File: config.mk
export PLATFORM = sky130hd
export DESIGN_NAME = truth_table_scanner
export DESIGN_NICKNAME = d
export VERILOG_FILES = /design/src/rtl/truth_table_scanner.sv
export SDC_FILE = /design/constraint.sdc
export NUM_CORES = 1
export LEC_CHECK = 0
export CORE_AREA = 2 2 60 62
export CTS_BUF_LIST = sky130_fd_sc_hd__clkbuf_8
export CTS_CLUSTER_SIZE = 14
export DETAILED_ROUTE_END_ITERATION = 8
export DIE_AREA = 0 0 62 64
export GPL_TIMING_DRIVEN = 0
export PLACE_DENSITY = 0.87
export SLEW_MARGIN = 0
export SYNTH_ARGS = -nofsm -noshare
export SYNTH_HDL_FRONTEND = slang
export SYNTH_SLANG_ARGS = --single-unit
File: constraint.sdc
create_clock -name clk -period 2.1 [get_ports clk]
set_clock_uncertainty 0.1 [all_clocks]
set_input_delay 0.42 -clock clk [delete_from_list [all_inputs] [get_ports clk]]
set_output_delay 0.42 -clock clk [all_outputs]
set_load 0.01 [all_outputs]
File: src/rtl/truth_table_scanner.sv
// Self-running exhaustive sweep of a 4-input function block: drives codes 0..15, samples f_in per code.
// Optional minterm counter on `ones` is built when TRUTH_TABLE_SCANNER_ONES_EN is defined.
module truth_table_scanner #(
  parameter int unsigned SETTLE = 2
) (
  input  logic        clk,
  input  logic        rst_n,
  input  logic        start,
  input  logic        f_in,
  output logic        a,
  output logic        b,
  output logic        c,
  output logic        d,
  output logic        busy,
  output logic        done,
  output logic [15:0] table_out,
  output logic [4:0]  ones
);

  typedef enum logic [1:0] {
    S_IDLE,
    S_SETTLE,
    S_SAMPLE,
    S_DONE
  } state_e;

  localparam logic [3:0] SETTLE_LAST = 4'(SETTLE - 1);

  state_e      state_q, state_d;
  logic [3:0]  idx_q, idx_d;
  logic [3:0]  cnt_q, cnt_d;
  logic [3:0]  code_q, code_d;
  logic [15:0] table_q, table_d;

  always_comb begin
    state_d = state_q;
    idx_d   = idx_q;
    cnt_d   = cnt_q;
    code_d  = code_q;
    table_d = table_q;
    unique case (state_q)
      S_IDLE: begin
        if (start) begin
          state_d = S_SETTLE;
          idx_d   = '0;
          cnt_d   = '0;
          code_d  = '0;
          table_d = '0;
        end
      end
      S_SETTLE: begin
        cnt_d = cnt_q + 4'd1;
        if (cnt_q == SETTLE_LAST) state_d = S_SAMPLE;
      end
      S_SAMPLE: begin
        table_d[idx_q] = f_in;
        if (idx_q == 4'hF) begin
          state_d = S_DONE;
          code_d  = '0;
        end else begin
          state_d = S_SETTLE;
          idx_d   = idx_q + 4'd1;
          code_d  = idx_q + 4'd1;
          cnt_d   = '0;
        end
      end
      S_DONE: state_d = S_IDLE;
      default: state_d = S_IDLE;
    endcase
  end

  always_ff @(posedge clk) begin
    if (!rst_n) begin
      state_q <= S_IDLE;
      idx_q   <= '0;
      cnt_q   <= '0;
      code_q  <= '0;
      table_q <= '0;
    end else begin
      state_q <= state_d;
      idx_q   <= idx_d;
      cnt_q   <= cnt_d;
      code_q  <= code_d;
      table_q <= table_d;
    end
  end

`ifdef TRUTH_TABLE_SCANNER_ONES_EN
  logic [4:0] ones_q, ones_d;

  always_comb begin
    ones_d = ones_q;
    if (state_q == S_IDLE && start)
      ones_d = '0;
    else if (state_q == S_SAMPLE)
      ones_d = ones_q + {4'b0000, f_in};
  end

  always_ff @(posedge clk) begin
    if (!rst_n) ones_q <= '0;
    else        ones_q <= ones_d;
  end

  assign ones = ones_q;
`else
  assign ones = '0;
`endif

  assign {a, b, c, d} = code_q;
  assign busy         = (state_q == S_SETTLE) || (state_q == S_SAMPLE);
  assign done         = (state_q == S_DONE);
  assign table_out    = table_q;

endmodule

; Word-level counts from Yosys, hierarchy flattened
; Index checks and enable logic that the tools add are counted.
[word_totals]
mem_bits_rw = 0
latchBits = 0
regBits = 30
mem_bits_ro = 0
memories = 0
in_bits = 4
out_inout_bits = 27
[classes]
order_cmp = 2
muxes = 16
addsub = 2
div_mod_pow = 0
shift = 0
n_reduce_logical = 9
n_eq_ne = 8
multipliers = 0
n_bitwise = 0
[ops]
columns = op, n
row1 = case mux 16 bit (2 select lines), 1
row2 = bitwise mux 16 bit, 1
row3 = 2-to-1 mux 16 bit, 1
row4 = 2-to-1 mux 4 bit, 4
row5 = case mux 4 bit (2 select lines), 2
row6 = case mux 4 bit (3 select lines), 1
row7 = "adder 4 x 1 -> 4 bit, second input constant", 2
row8 = case mux 2 bit (4 select lines), 1
row9 = 2-to-1 mux 2 bit, 3
row10 = "!= test 2 bit, second input constant", 3
row11 = AND reduction 3 bit, 2
row12 = "less-than comparator 4 x 5 -> 1 bit, second input constant", 1
row13 = demux 1 bit (select 4 bit), 1
row14 = "== test 2 bit, second input constant", 2
row15 = "== test 4 x 1 -> 1 bit, second input constant", 1
row16 = "== test 4 bit, second input constant", 1
row17 = ">= comparator 4 x 1 -> 1 bit, second input constant", 1
row18 = AND reduction 2 bit, 2
row19 = nonzero test 3 bit, 1
row20 = "== test 2 x 1 -> 1 bit, second input constant", 1
row21 = zero test 2 bit, 1
row22 = nonzero test 2 bit, 1
row23 = logical AND 1 bit, 1
row24 = logical OR 1 bit, 1
row25 = 2-to-1 mux 1 bit, 1

; Longest topological paths before layout
; Gate-level depths: netlist (run 1).
[depth]
ltp_word = 6
depth_mapped = 7

; Worst setup path after synthesis (run 1)
; No wires, ideal clock.
[synth_timing]
path_kind = reg2reg
start = register state_q[1]
end = register cnt_q[1]
setup_time_ns = 0.070
arrival_time_ns = 1.546
t_required_ns = 1.930
setup_slack_ns = 0.383
stages_incl_launch_ff = 7
path_cell_list = dfxtp_1 > inv_1 > ha_1 > nor2b_1 > buf_1 > or4_1 > a21oi_1
[synth_via]
elab_chain_len = 3
word_cells_on_any_way = 8
[synth_lines]
columns = element, line
row1 = "start, declared", 29  ; state_e state_q, state_d;
row2 = "start signal, assigned", 80  ; state_q <= state_d;
row3 = "== test 2 bit, or another cell as far along", 41  ; unique case (state_q)
row4 = != test 2 bit (no line) or nonzero test 3 bit (tied branches), --
row5 = AND reduction 3 bit (no line), --
row6 = "end signal, assigned", 82  ; cnt_q <= cnt_d;
row7 = "end, declared", 31  ; logic [3:0] cnt_q, cnt_d;
; Parallel ways exist; a longest one is shown, timed or not.
; A chain may end at the register's enable or synchronous reset.

; Worst setup path in the final report (run 1)
[layout_timing]
start = register state_q[0]
end = output port done
[layout_via]
elab_chain_len = 1
[layout_lines]
columns = element, line
row1 = == test 2 bit, 111  ; assign done = (state_q == S_DONE);
row2 = "end, declared", 15  ; output logic done,
; Every way passes these cells.

==> results.ini, run 1 <==
[run_status]
run_status=finished clean

[routing]
final_antenna_net_count=0
viasPerCell=5.89
average_wire_per_cell_in_the_routed_design_um=14.9
drtIter0Drc=84
firstDrtPassIters=4
number_of_drc_violations_after_detailed_routing=0
postRouteWirelength_mm=4.24
via_count=1679

[setup_path]
cp.arrival_ns=1.46
timing.critical_path.to_type=output pin
critPathLaunchType=register
critical_path.max_fanout=7
worst_r2r_path_depth=7
reg2reg_from=state_q[0]$_SDFFE_PN0P_
setup.worst_path.start=state_q[0]$_SDFFE_PN0P_
regToRegSetupSlack_ns=0.15
worstSetupPathType=register to output pin
cp_data_required_time_ns=1.58

[timing]
slew_viol_final=0
timing.slew.headroom_pct=65.1
timing.fmax_mhz=506
finalSetupViolations=0
period_minus_ws_final_ns=1.98
worst_pin_slew_ns=0.524
grt_setup_unrepaired=no
timing.final.crit_share_pct=94.1
hold_violations=0

[yosys]
synth_top_cell_by_area=dfxtp_1
ys_types=43
ys.warnings.count=0
synth_top_flop_cell=dfxtp_1
synthesis.area_mm2=0.00172
synth-seq-cells=30
postSynthCellCount=203
synth_top_cells_by_area=dfxtp_1 35%, o32ai_1 8.7%, ha_1 8.0%
synthesis.area_per_instance_um2=8.46
synthArstFlopShare_pct=0
number_of_enable_type_register_cells_in_the_synthesized_netlist=0
ys_seq_area_share_pct=35.0
synth.top_cell.area_share_pct=35.0

[finish]
antenna_diode_count=0
layout.cells.most_common_list=29 x dfxtp_1, 28 x nand2_1, 23 x a21oi_1, 23 x clkdlybuf4s50_1, 17 x o32ai_1
final_net_count=253
layout_commonest_cell=dfxtp_1
final_core_util_pct=64.8
post_route_cells_drive_above_1_share_pct=12.1
final_cell_area_mm2=0.00213
area.growth.synth_to_final_pct=24.0

[power_and_ir_drop]
cellLeakagePower_nw=0.752
max-vdd-ir-drop_mv=0.797
power_per_cell_area_mw_per_mm2=848

[clock_network]
cts.hold.buffers_added=0
clock_path_buffers=2
clk_pin_slew_worst_setup_hold_paths_ns=0.06
cts_sinks=30
cts-root-buf=clkbuf_8
post-cts-setup-buffers=0
ctsHtreeMaxLevel=2
cts_buffers=5
cts_tree=yes
insertion_delay_ns=0.29

[floorplanning]
design.die.area_mm2=0.00397
die_x_extent_um=62
initial_core_util_pct=52.3
core.rowCount=21
pin_count=31
floorplan.die.height_um=64
core_area_mm2=0.00328

[place]
detailed_place.area_mm2=0.00203
place.port_buffers=24
routabilityCongestion=0.902
dp_hpwl_mm=2.93

[job]
max_cap_violations=0

[grt]
grt_start_max_net_pins=11
gr-total-overflow=0
antenna_violations_before_repair=0
first_global_vias=1530
first_pass_grt_wire_length_mm=7.25
track_usage_pct=24.1

[min_path]
timing.hold.worst.start=code_q[1]$_SDFFE_PN0P_
hold_class=register to register
hold-path-cell-count=2

[report_power, final]
group / total [mW] / internal [mW] / switching, mW
registers: 0.647 / 0.606 / 0.0413
logic: 0.679 / 0.266 / 0.413
clock network: 0.479 / 0.259 / 0.220
[state kept, by name (all words and copies together), names as in the netlist]
| signal | cells |
|---|---|
| table_out | 16 |
| cnt_q | 4 |
| code_q | 4 |
| idx_q | 4 |
| state_q | 2 |
[what timing repair did]
item,in CTS,in global routing
setup endpoints to repair,1,5
resized for setup,2,4
pin swaps,0,0
[through the flow]
stage	instances	total power, mW	hold slack, ns	setup TNS (ns)	setup WS (ns)
detailed placement	277	1.32	0.350	-0.936	-0.108
CTS	285	1.80	0.362	0	0.0221
global route	285	1.92	0.395	0	0.00413
finish	285	1.80	0.359	0	0.123
global placement	277	1.30	0.345	-0.679	-0.0900
floorplan	207	1.14	0.353	0	0.383
[synthesized netlist by cell type, types with 2 or more instances]
cell type / number
a2111oi_0: 3
a211oi_1: 3
a21oi_1: 23
a311oi_1: 2
a32oi_1: 2
buf_1: 2
buf_2: 6
buf_4: 5
buf_6: 2
clkbuf_1: 9
dfxtp_1: 30
ha_1: 11
inv_1: 9
nand2_1: 28
nand2b_1: 4
nand3_1: 6
nand3b_1: 8
nand4_1: 3
nor2b_1: 2
o21ai_0: 2
o31ai_1: 2
o32ai_1: 17
or3b_1: 2
or3b_2: 3
[worst max-delay path, stage by stage (launching register included)]
cell and delay (ns):
dfxtp_1 0.38, ha_2 0.25, clkdlybuf4s50_1 0.55
[final cells by class]
type                    instances  area, um^2
well taps                      46        57.6
plain buffers                  24         133
multi-input cells             144         968
fillers                       284        1160
inverters                       9        33.8
clock inverters                 2        8.76
flip-flops and latches         30         602
clock buffers                   6        82.6
repair buffers                 24         243
[worst paths after layout]
kind | end
worst max-delay path | done
worst min-delay path | code_q[1]$_SDFFE_PN0P_
worst max register to register | table_out[15]$_SDFFE_PN0P_
worst min register to register | code_q[1]$_SDFFE_PN0P_
[metal layers]
metal  global-route usage, %  vias up  wire length [um]  part of all wire [%]
li1                        -      816                 -                     -
met1                    34.5      782              1940                    46
met2                    34.6       72              1940                    46
met3                    5.47        9               284                   6.7
met4                    8.78        0                70                   1.7
met5                       0        -                 0                     0
[logic make-up (layout without fill, tap and decap cells)]
| kind of cell | after synthesis | in the layout | synth area share [%] |
|---|---|---|---|
| XOR/XNOR | 1 | 1 | 0.510 |
| other | 1 | 5 | 0.218 |
| adder cells (fa/ha/maj) | 11 | 11 | 8.02 |
| AND/OR/NAND/NOR | 64 | 64 | 20.8 |
| AO/OA/AOI/OAI | 62 | 62 | 25.3 |
| flip-flops | 30 | 30 | 35.0 |
| multiplexers | 1 | 1 | 0.583 |
| buffers and inverters | 33 | 65 | 9.62 |
(Power assumes the default switching activity.)
==> run 2, diff against run 1 <==
--- a/config.mk
+++ b/config.mk
@@ -5,11 +5,11 @@
 export SDC_FILE = /design/constraint.sdc
 export NUM_CORES = 1
 export LEC_CHECK = 0
-export CORE_AREA = 2 2 60 62
+export CORE_AREA = 2 2 46 80
 export CTS_BUF_LIST = sky130_fd_sc_hd__clkbuf_8
 export CTS_CLUSTER_SIZE = 14
 export DETAILED_ROUTE_END_ITERATION = 8
-export DIE_AREA = 0 0 62 64
+export DIE_AREA = 0 0 48 82
 export GPL_TIMING_DRIVEN = 0
 export PLACE_DENSITY = 0.87
 export SLEW_MARGIN = 0
==> run 2 against run 1 <==
Global-route usage rose by 0.55 points. Count of clock-buffer cells in the layout did not move. Register-to-register slack improved by 0.04 ns. Clock power fell by 0.8%. Critical path depth did not move. First-iteration DRC count fell by 19%. Final cell count fell by 0.35%. Cell area barely moved. Sequential share of layout area rose by 0.16 points. Critical endpoint unchanged. Largest cell class unchanged. Largest power group unchanged.
==> results.ini, run 2 (synthesis results as in run 1) <==
[routing]
viasPerCell=5.90
drtIter0Drc=68
average_wire_per_cell_in_the_routed_design_um=15.2
firstDrtPassIters=4
postRouteWirelength_mm=4.31
via_count=1675
final_antenna_net_count=0
number_of_drc_violations_after_detailed_routing=0

[timing]
grt_setup_unrepaired=no
hold_slack_ns=0.358
timing.slew.headroom_pct=64.9
timing.final.crit_share_pct=97.8
hold_violations=0
worst_pin_slew_ns=0.526
period_minus_ws_final_ns=2.05
finalSetupViolations=0
timing.fmax_mhz=487
slew_viol_final=0

[setup_path]
cp_data_required_time_ns=1.58
critPathLaunchType=register
critical_path_buf_inv_count=1
critical_path.max_fanout=7
reg2reg_from=state_q[0]$_SDFFE_PN0P_
cp.arrival_ns=1.53
worstSetupPathType=register to output pin
setup.worst_path.start=state_q[1]$_SDFFE_PN0P_
crit_slowest_cell=clkdlybuf4s50_1
timing.critical_path.slowest_cell_delay_ns=0.59
worstPathCellList=ha_1 > clkdlybuf4s50_1
timing.critical_path.max_delay_family=buffers and inverters
timing.critical_path.to_type=output pin

[place]
routabilityCongestion=0.925
detailed_place.area_mm2=0.00203
dp_hpwl_mm=3.12
place.port_buffers=24

[finish]
sequential_cell_area_um2=606
layout.cells.most_common_list=28 x nand2_1, 28 x dfxtp_1, 24 x clkdlybuf4s50_1
post_route_cells_drive_above_1_share_pct=12.1
layout.filler_cells=310
largest_register_ffs=16
final_cell_area_mm2=0.00213
area.growth.synth_to_final_pct=24.1
antenna_diode_count=0
final_net_count=253
multi_input_area_um2=970

[min_path]
timing.hold.worst.start=table_out[12]$_SDFFE_PN0P_
hold_class=register to register

[clock_network]
insertion_delay_ns=0.28
cts.hold.buffers_added=0
clk_pin_slew_worst_setup_hold_paths_ns=0.06
cts-root-buf=clkbuf_8
cts_buffers=5
clock_path_buffers=2
cts_tree=yes
ctsHtreeMaxLevel=2
cts_sinks=30

[floorplanning]
pin_count=31
initial_core_util_pct=51.6
floorplan.die.height_um=82
design.die.area_mm2=0.00394
core.rowCount=28
core_area_mm2=0.00333
die_x_extent_um=48

[power_and_ir_drop]
design_power_total_mw=1.81
max-vdd-ir-drop_mv=0.772
power_per_cell_area_mw_per_mm2=850
cellLeakagePower_nw=0.738

[job]
max_cap_violations=0

[grt]
track_usage_pct=24.6
first_pass_grt_wire_length_mm=6.96
antenna_violations_before_repair=0
gr-total-overflow=0
first_global_vias=1573
grt_start_max_net_pins=11

[run_status]
run_status=finished clean

-- run 2: changes by cell type in the layout (fill, tap and decap cells not counted), sizes merged --
cell	before	now
buf	15	16
clkbuf	15	14
clkdlybuf4s50	23	24
dlymetal6s2s	1	0
-- run 2: where the power goes --
part	total [mW]	switching, mW	internal, mW	leakage (nW)
sequential	0.647	0.0359	0.611	0.243
clock	0.475	0.216	0.259	0.0524
combinational	0.689	0.414	0.275	0.442
total	1.81	0.666	1.14	0.738
-- run 2: timing repair --
item,CTS,global route
setup endpoints to repair,2,22
resized for setup,1,6
setup buffers,0,0
-- run 2: metrics by stage --
stage / util, % / std cells / worst slack (ns) / setup TNS (ns)
after global routing: 64.0 / 284 / 0.00289 / 0
final: 64.0 / 284 / 0.0457 / 0
after detailed placement: 60.9 / 276 / -0.176 / -1.07
after floorplan: - / 207 / 0.383 / 0
after global placement: 60.9 / 276 / -0.0754 / -0.490
after CTS: 63.7 / 284 / 0.0144 / 0
-- run 2: cell type report --
class	count	share of cell area [%]
Tap cell	45	2.64
Multi-Input combinational cell	144	45.5
Inverter	9	1.59
Buffer	24	6.23
Clock buffer	6	3.88
Timing Repair Buffer	24	11.3
Clock inverter	2	0.411
Sequential cell	30	28.4
-- run 2: path summary, 6_finish.rpt --
kind / end / slack, ns / cells past startpoint
worst max-delay path: done / 0.05 / 2
worst min-delay path: table_out[12]$_SDFFE_PN0P_ / 0.36 / 2
worst max register to register: table_out[11]$_SDFFE_PN0P_ / 0.19 / 7
worst min register to register: table_out[12]$_SDFFE_PN0P_ / 0.36 / 2
-- run 2: worst register-to-register path, stage by stage, from the launching register on --
cell and delay, ns:
dfxtp_2 0.34, inv_1 0.09, ha_1 0.25, nand2b_1 0.08, buf_2 0.22, nand3_2 0.19
buf_2 0.24, o32ai_1 0.30
-- run 2: per-layer routing --
layer / wire [um] / track usage, %
met5: 0 / 0
met3: 136 / 5.05
met2: 2320 / 41.1
met1: 1650 / 26.0
met4: 206 / 16.5
==> run 3, diff against run 2 <==
--- a/config.mk
+++ b/config.mk
@@ -7,12 +7,11 @@
 export LEC_CHECK = 0
 export CORE_AREA = 2 2 46 80
 export CTS_BUF_LIST = sky130_fd_sc_hd__clkbuf_8
-export CTS_CLUSTER_SIZE = 14
 export DETAILED_ROUTE_END_ITERATION = 8
 export DIE_AREA = 0 0 48 82
 export GPL_TIMING_DRIVEN = 0
 export PLACE_DENSITY = 0.87
-export SLEW_MARGIN = 0
+export SLEW_MARGIN = 20
 export SYNTH_ARGS = -nofsm -noshare
 export SYNTH_HDL_FRONTEND = slang
 export SYNTH_SLANG_ARGS = --single-unit
==> results of run 3 <==
The final DEF is identical to that of run 2; final timing and power are the same.
